`src/rtl/crc_stream_pipe.sv`:
```
// Bit-serial CRC unrolled into an N-stage pipeline, one message per beat.
// Each stage absorbs P_BITS_PER_STAGE message bits; whole pipe stalls on backpressure.
module crc_stream_pipe #(
  parameter int                 P_WIDTH          = 8,
  parameter logic [P_WIDTH-1:0] P_POLYNOM        = 8'h31,
  parameter logic [P_WIDTH-1:0] P_INIT           = '0,
  parameter logic [P_WIDTH-1:0] P_XOR_OUT        = '0,
  parameter int                 P_MSG_BITS       = 8,
  parameter int                 P_BITS_PER_STAGE = 1,
  parameter bit                 P_REFLECT_IN     = 1'b0,
  parameter bit                 P_REFLECT_OUT    = 1'b0,
  parameter int                 P_TAG_W          = 4
) (
  input  logic                  clk,
  input  logic                  rstN,
  input  logic                  in_valid,
  output logic                  in_ready,
  input  logic [P_MSG_BITS-1:0] in_data,
  input  logic [P_TAG_W-1:0]    in_tag,
  output logic                  out_valid,
  input  logic                  out_ready,
  output logic [P_WIDTH-1:0]    out_crc,
  output logic [P_TAG_W-1:0]    out_tag,
  output logic                  busy,
  output logic [15:0]           msg_count
);

  localparam int N = P_MSG_BITS / P_BITS_PER_STAGE;
  localparam int B = P_BITS_PER_STAGE;

  if (P_MSG_BITS % P_BITS_PER_STAGE != 0) begin : g_bad_split
    $error("P_BITS_PER_STAGE must divide P_MSG_BITS");
  end

  function automatic logic [P_WIDTH-1:0] absorb(
    input logic [P_WIDTH-1:0]    c,
    input logic [P_MSG_BITS-1:0] m
  );
    logic [P_WIDTH-1:0] r;
    logic               fb;
    r = c;
    for (int i = 0; i < B; i++) begin
      fb = r[P_WIDTH-1] ^ m[P_MSG_BITS-1-i];
      r  = r << 1;
      if (fb) r = r ^ P_POLYNOM;
    end
    return r;
  endfunction

  function automatic logic [P_MSG_BITS-1:0] rev_msg(
    input logic [P_MSG_BITS-1:0] m
  );
    logic [P_MSG_BITS-1:0] r;
    for (int i = 0; i < P_MSG_BITS; i++)
      r[i] = m[P_MSG_BITS-1-i];
    return r;
  endfunction

  function automatic logic [P_WIDTH-1:0] rev_crc(
    input logic [P_WIDTH-1:0] c
  );
    logic [P_WIDTH-1:0] r;
    for (int i = 0; i < P_WIDTH; i++)
      r[i] = c[P_WIDTH-1-i];
    return r;
  endfunction

  logic [N-1:0]          vld_q;
  logic [P_WIDTH-1:0]    crc_q [N];
  logic [P_WIDTH-1:0]    crc_d [N];
  logic [P_MSG_BITS-1:0] msg_q [N];
  logic [P_MSG_BITS-1:0] msg_d [N];
  logic [P_TAG_W-1:0]    tag_q [N];
  logic [15:0]           cnt_q;
  logic [15:0]           cnt_d;

  logic                  advance;
  logic                  accept;
  logic                  out_hs;
  logic [P_MSG_BITS-1:0] msg_in;
  logic [P_WIDTH-1:0]    fin_crc;

  assign out_valid = vld_q[N-1];
  assign advance   = !out_valid || out_ready;
  assign in_ready  = advance;
  assign accept    = in_valid && advance;
  assign out_hs    = out_valid && out_ready;
  assign busy      = |vld_q;
  assign msg_count = cnt_q;

  // Normalise so every stage consumes from the MSB end.
  assign msg_in = P_REFLECT_IN ? rev_msg(in_data) : in_data;

  always_comb begin
    crc_d[0] = absorb(P_INIT, msg_in);
    msg_d[0] = msg_in << B;
    for (int k = 1; k < N; k++) begin
      crc_d[k] = absorb(crc_q[k-1], msg_q[k-1]);
      msg_d[k] = msg_q[k-1] << B;
    end
  end

  assign cnt_d = out_hs ? cnt_q + 16'd1 : cnt_q;

  always_ff @(posedge clk or negedge rstN) begin
    if (!rstN) begin
      vld_q <= '0;
      cnt_q <= '0;
      for (int k = 0; k < N; k++) begin
        crc_q[k] <= '0;
        msg_q[k] <= '0;
        tag_q[k] <= '0;
      end
    end else begin
      cnt_q <= cnt_d;
      if (advance) begin
        vld_q[0] <= accept;
        crc_q[0] <= crc_d[0];
        msg_q[0] <= msg_d[0];
        tag_q[0] <= in_tag;
        for (int k = 1; k < N; k++) begin
          vld_q[k] <= vld_q[k-1];
          crc_q[k] <= crc_d[k];
          msg_q[k] <= msg_d[k];
          tag_q[k] <= tag_q[k-1];
        end
      end
    end
  end

  assign fin_crc = P_REFLECT_OUT ? rev_crc(crc_q[N-1])
                                 : crc_q[N-1];

  // Outputs read zero whenever the last stage is empty.
  assign out_crc = out_valid ? (fin_crc ^ P_XOR_OUT) : '0;
  assign out_tag = out_valid ? tag_q[N-1] : '0;

endmodule
```
`config.mk`:
```
export PLATFORM = sky130hd
export DESIGN_NAME = crc_stream_pipe
export DESIGN_NICKNAME = d
export VERILOG_FILES = /design/src/rtl/crc_stream_pipe.sv
export SDC_FILE = /design/constraint.sdc
export NUM_CORES = 1
export LEC_CHECK = 0
export ABC_AREA = 1
export BUFFER_PORTS_ARGS = -buffer_cell sky130_fd_sc_hd__buf_2
export CAP_MARGIN = 20
export CORE_ASPECT_RATIO = 1.1
export CORE_UTILIZATION = 63
export CTS_CLUSTER_DIAMETER = 80
export DETAILED_ROUTE_END_ITERATION = 6
export PLACE_DENSITY_LB_ADDON = 0.25
export SETUP_SLACK_MARGIN = 0.3
export SYNTH_ARGS = -nofsm -noshare
export SYNTH_HDL_FRONTEND = slang
export SYNTH_SLANG_ARGS = --single-unit
export TNS_END_PERCENT = 50
```
`constraint.sdc`:
```
create_clock -name clk -period 4.1 [get_ports clk]
set_clock_uncertainty 0.15 [all_clocks]
set_input_delay 0.615 -clock clk [delete_from_list [all_inputs] [get_ports clk]]
set_output_delay 0.615 -clock clk [all_outputs]
set_load 0.01 [all_outputs]
```
==> results of run 1 <==
-- cells in the final DEF (no fill, tap or decap) --
cell type	netlist	final
buf_4	0	7
o21a_1	1	1
nand2_1	308	308
nor3_1	3	3
nand4_1	5	5
o22ai_1	1	1
nand3_1	8	8
xnor2_1	4	4
inv_6	0	1
ha_1	1	1
dfrtp_1	132	132
xor2_1	14	14
clkbuf_16	0	16
nor4_1	1	1
a21oi_1	2	2
nor3_2	1	1
o21ai_0	23	23
clkinv_4	0	4
clkbuf_8	0	2
nand2_2	1	1
inv_2	3	3
buf_2	21	45
or2_2	1	1
inv_1	51	51
o21ai_1	24	24
clkinvlp_4	0	8
clkinv_2	0	1
nor2_2	1	1
nor2_1	12	12
nor2_4	1	1
-- cells by family (layout without fill, tap and decap cells) --
group / after synthesis / in the layout / share of synthesized area, %
simple gates: 342 / 342 / 24.8
xor+xnor: 18 / 18 / 2.93
buf+inv: 79 / 138 / 5.99
compound gates: 51 / 51 / 4.81
fa+ha+maj: 1 / 1 / 0.232
flops: 132 / 132 / 61.3
-- layout make-up --
type                    count  share of cell area [%]
flip-flops and latches    132                    53.1
multi-input cells         412                    28.3
clock buffers              18                    6.88
repair buffers             52                    4.46
clock inverters            14                    1.75
well taps                 111                    2.23
inverters                  54                    3.26
-- through the flow --
stage,cells,utilization [%],power (uW),setup WS [ps]
6_report,793,74.8,4780,1340
5_1_grt,793,74.8,5120,1190
4_1_cts,793,74.8,4820,1320
3_5_place_dp,761,68.3,3450,1660
3_3_place_gp,761,68.3,3360,1720
2_1_floorplan,623,-,3080,2200
-- worst register-to-register path: stages (launching register included) --
cell,delay [ps]
dfrtp_1,680
inv_2,90
nor2_4,110
buf_4,800
a21oi_1,120
o21ai_1,240
o21ai_0,130
-- final timing paths --
| path | from | to | depth (start not counted) |
|---|---|---|---|
| worst max-delay path | vld_q[7] | in_ready | 4 |
| worst min-delay path | rstN | vld_q[5] | 1 |
| worst max register to register | vld_q[7] | fin_crc[0] | 6 |
| worst min register to register | tag_q[4] | tag_q[0] | 2 |
| max in group asynchronous | rstN | crc_q[20] | 2 |
| min in group clk | in_data[1] | msg_d[51] | 3 |
-- per-layer routing --
layer,share of wire (%),vias to the layer above,GRT usage [%]
met5,0,-,0
met4,2.2,0,11.2
met3,3.5,16,6.10
met2,51,82,40.3
met1,43,1926,29.9
li1,-,1991,-
-- state kept, by name (all words and copies together) (netlist names) --
register / flops
crc_q: 40
tag_q: 32
msg_d: 21
msg_count: 16
fin_crc: 8
vld_q: 8
msg_q: 7
-- power breakdown --
part           switching [uW]  total (uW)  leakage, uW  internal (uW)
sequential                339        2200      0.00162           1860
combinational             806        1260      0.00151            454
clock                     559        1320     0.000238            760
==> impl_metrics.tcl, run 1 <==
set metrics [dict create \
    synth.cells.most_frequent "nand2_1, dfrtp_1, inv_1" \
    static-leakage-power_uw 0.00336 \
    final_cell_area_mm2 0.00622 \
    dr.first_iter.drc_count 254 \
    yosysMostFrequentCell "nand2_1" \
    slew-limit-headroom_pct 28.9 \
    tritoncts_num_sinks 132 \
    final_layout_fill_cell_count 608 \
    vdd_drop_max_uv 406 \
    cp_cell_sequence "inv_2 > nor2_4 > inv_2 > buf_2" \
    post_synth.cell_area_avg_um2 8.65 \
    maxSlewViolCount 0 \
    multi_input_comb_area_mm2 0.00176 \
    outcome "finished, final reports clean" \
    synthesis.instances 623 \
    antennaDiodeCount 0 \
    io_buffer_count 46 \
    globalRouteTotalUtil_pct 24.1 \
    finish.net_count 686 \
    cts.reportedPaths.clkPinSlew_ps 60 \
    max_clock_freq_ghz 0.362 \
    core-area_mm2 0.00832 \
    floorplan.die_area_mm2 0.00893 \
    floorplan.die.width_um 90.2 \
    first_global_vias 3783 \
    cp.buffers_inverters 3 \
    final_hold_viol_count 0 \
    period_share_pct 67.3 \
    synth-seq-cells 132 \
    syn-cell-area_mm2 0.00539 \
    cp_max_fo 36 \
    grt_pass1_wl_um 16800 \
    reg2reg_slack_ps 1640 \
    critical_path.top_delay_family "buffers and inverters" \
    initial_antenna_violation_count 0 \
    cts_made_buffers 17 \
    synth.distinct_cells 24 \
    globalplace.congestion 0.851 \
    seq_area_mm2 0.00330 \
    synth_flop_cell "dfrtp_1" \
    route.vias.total 4015 \
    max_cap_viol_count 0 \
    floorplan.rows 35 \
    nature_of_the_critical_path_endpoint "output pin" \
    drt-pass1-iter-count 4 \
    initial_core_util_pct 64.8 \
    share_of_the_yosys_chip_area_belonging_to_registers_pct 61.3 \
    vias_per_cell 5.06 \
    cts_tree "done" \
    detailed_place.area_mm2 0.00569 \
    synth.top_cell.area_share_pct 61.3 \
    fin_crit_ps 2760 \
    layout-drive-gt1-share_pct 13.5 \
    synth_edf_count 0 \
    critPathLaunchType "flop" \
    pin_count 47 \
    h_tree_level_count 4 \
    grt_max_degree 118 \
    cts_root_buf "clkbuf_8" \
    die_h_um 99 \
    postCtsHoldBufs 0 \
    cts-root-to-sink-buffers 2 \
    remaining_antenna_violation_count 0 \
    critical-path-max-stage-delay_ps 580 \
    tightestPinTransition_ps 1070 \
    drt_drc_violations_left 0 \
    hold_slack_ps 57.5 \
    yosys_warnings 0 \
    setup_violations 0 \
    rsz_0062_raised_after_global_routing "false" \
    syn2layout_area_growth_pct 15.5 \
    timing.critical_path.required_ps 3340 \
    post_synth_main_area_contributors "dfrtp_1, nand2_1, inv_1, xor2_1, o21ai_1" \
    worst_skew_pair.late_latency_ps 510 \
    post_cts_resize_count 0 \
    cts.repair_timing.setup_buffer_count 0 \
    tns_ps 0 \
    p_per_area_mw_per_mm2 768 \
    crit_type "reg -> out" \
    post-synth-top-area-cell "dfrtp_1" \
    route.detailed.wl_per_inst_um 12.3 \
    timing.critical_path.arrival_ps 1990 \
    ys_async_sr_fraction_pct 100 \
    drt_wl_total_um 9720 \
    crit_slowest_cell "dfrtp_1" \
    dpl.hpwl_um 5840 \
    mappedNetlistNets 640 \
    critical-path-top-cell-by-count "inv_2" \
    grt_overflow_total 0 \
    timing.hold.worst.class "in -> async" \
]
Power figures use the tool's default switching activity.
==> run 2, diff against run 1 <==
Settings changed: ABC_AREA 1 to 0, CORE_UTILIZATION 63 to 59.
Clock period 4.1 ns to 2.7 ns, I/O delays scaled along.
==> impl_metrics.tcl, run 2 <==
set metrics [dict create \
    grt_overflow_total 0 \
    cp_max_fo 19 \
    timing.critical_path.required_ps 2140 \
    globalRouteTotalUtil_pct 20.6 \
    post_synth.cell_area_avg_um2 15.9 \
    critical_path.top_delay_family "flip-flops" \
    tritoncts_num_sinks 132 \
    synth_edf_count 0 \
    worstReg2RegEnd "msg_count[15]" \
    static-leakage-power_uw 0.00326 \
    floorplan.die_area_mm2 0.00985 \
    regMostFlops "crc_q" \
    critical-path-max-stage-delay_ps 460 \
    instances_no_fill 552 \
    nature_of_the_critical_path_endpoint "output pin" \
    period_share_pct 84.0 \
    critPathLaunchType "flop" \
    io_buffer_count 46 \
    cts_tree "done" \
    cp.buffers_inverters 2 \
    syn-cell-area_mm2 0.00558 \
    cts_root_buf "clkbuf_8" \
    dpl.hpwl_um 5250 \
    tightestPinTransition_ps 588 \
    worst_skew_pair.late_latency_ps 510 \
    cts-root-to-sink-buffers 2 \
    grt_pass1_wl_um 15400 \
    layout.core_utilization_pct 74.5 \
    whs_path_depth 3 \
    cts.reportedPaths.clkPinSlew_ps 60 \
    ys_async_sr_fraction_pct 100 \
    min_delay_worst_endpoint "msg_count[0]" \
    vdd_drop_max_uv 598 \
    grt_max_degree 53 \
    top_usage_layer "met2" \
    layout-drive-gt1-share_pct 43.8 \
    final_hold_viol_count 0 \
    synth_flop_cell "dfrtp_1" \
    yosys_warnings 0 \
    cp_cell_sequence "nand2b_4 > buf_4 > buf_2" \
    rsz_0062_raised_after_global_routing "false" \
    timing.hold.worst.class "in -> reg" \
    outcome "finished, final reports clean" \
    floorplan.die.width_um 94.7 \
    crit_slowest_cell "dfrtp_1" \
    post_synth_main_area_contributors "dfrtp_1, mux2_4, xnor2_1, xor2_1, buf_6" \
    timing.hold.worst.start "out_ready" \
    route.detailed.wl_per_inst_um 16.3 \
    synth.cells.most_frequent "dfrtp_1, mux2_4, xnor2_1" \
    fin_crit_ps 2270 \
    h_tree_level_count 4 \
    globalplace.congestion 0.695 \
    reg2reg_slack_ps 910 \
    globalRouteMet3Util_pct 6.36 \
    route.vias.total 2873 \
    floorplan.rows 36 \
    hold_slack_ps 113 \
    first_global_vias 3040 \
    initial_antenna_violation_count 0 \
    drt_wl_total_um 9010 \
    max_cap_viol_count 0 \
    synth.top_cell.area_share_pct 59.2 \
    timing.critical_path.arrival_ps 1710 \
    p_per_area_mw_per_mm2 1280 \
    drt_drc_violations_left 0 \
    vias_per_cell 5.20 \
    synth.distinct_cells 23 \
    syn2layout_area_growth_pct 20.2 \
    core-area_mm2 0.00901 \
    grt_util_met1_pct 28.7 \
    yosysMostFrequentCell "dfrtp_1" \
    finish.net_count 442 \
    die_h_um 104 \
    slew-limit-headroom_pct 60.8 \
    share_of_the_yosys_chip_area_belonging_to_registers_pct 59.2 \
    dr.first_iter.drc_count 121 \
    worstRegToRegCells 5 \
    cts_made_buffers 17 \
    rr_startpoint "vld_q[7]" \
    maxSlewViolCount 0 \
    post-synth-top-area-cell "dfrtp_1" \
    cts.repair_timing.setup_buffer_count 0 \
    remaining_antenna_violation_count 0 \
    antennaDiodeCount 0 \
    setup_violations 0 \
    pin_count 47 \
    drt-pass1-iter-count 6 \
    flip_flop_count_of_the_largest_register_all_copies_and_words_added 40 \
    mappedNetlistNets 367 \
    tns_ps 0 \
    max_clock_freq_ghz 0.441 \
    crit_type "reg -> out" \
    most-common-layout-cells "dfrtp_1, mux2_4, buf_2, xnor2_1" \
    initial_core_util_pct 61.9 \
    layout.cells.most_common "dfrtp_1" \
    numPlacedInstances 505 \
    grtUsageMet2_pct 31.0 \
    synthesis.instances 350 \
    synth-seq-cells 132 \
]
[run 2: cell types whose count changed in the layout (fill, tap and decap cells not counted), moves of 9 or more]
cell	change
a21oi_1	+9
o21ai_1	-24
and2_1	+12
o21ai_0	-23
xnor2_1	+14
inv_1	-49
dlygate4sd3_1	+14
mux2_4	+90
nand2_1	-301
mux2_2	+10
[run 2: timing repair]
action | 4_1_cts | 5_1_grt
hold endpoints to repair | 48 | 0
gates resized for setup | 0 | 1
gates cloned | 1 | 0
endpoints found under the setup margin | 1 | 1
hold buffers | 14 | 0
[run 2: routing by layer]
metal	routed length [um]	share of wire [%]
met5	0	0
met4	24	0.27
met3	370	4.1
met2	4330	48
met1	4290	48
[run 2: power breakdown]
group	internal, uW	total (uW)	switching (uW)
combinational	1750	2740	986
sequential	2890	3510	628
clock	1520	2360	836
total	6160	8610	2450
[run 2: how the worst max path moves through the flow]
stage                     startpoint        to  slack [ps]  depth (start not counted)
final                       vld_q[7]  in_ready         430                          3
after global routing        vld_q[7]      busy         330                          4
after CTS                   vld_q[7]  in_ready         410                          3
after detailed placement   out_ready  in_ready         630                          4
after global placement     out_ready  in_ready         640                          4
after floorplan             vld_q[7]  in_ready         970                          4
[run 2: logic make-up (layout without fill, tap and decap cells)]
group | after synthesis | count (layout) | share of synthesized area (%)
xor+xnor | 31 | 31 | 4.87
fa+ha+maj | 1 | 1 | 0.224
mux | 105 | 105 | 27.2
compound gates | 11 | 11 | 0.986
simple gates | 53 | 54 | 4.93
flops | 132 | 132 | 59.2
buf+inv | 17 | 104 | 2.56
[run 2: through the flow]
| step | worst slack [ps] | area [um2] | power (uW) |
|---|---|---|---|
| after global routing | 327 | 6710 | 9090 |
| after global placement | 640 | 5940 | 6090 |
| after CTS | 413 | 6700 | 8690 |
| after floorplan | 968 | 5580 | 5600 |
| final | 433 | 6710 | 8610 |
| after detailed placement | 632 | 5940 | 6220 |
[run 2: area by class of cell]
class	count	area, um2
clock buffer	19	432
clock inverter	13	180
fill	532	2300
inverter	2	7.51
multi-input combinational	202	2160
sequential	132	3300
tap	114	143
timing repair buffer	70	485
[run 2: tightest hold or removal path: stages]
cell and delay (ps):
buf_2 140, nand2_1 110, xnor2_1 60
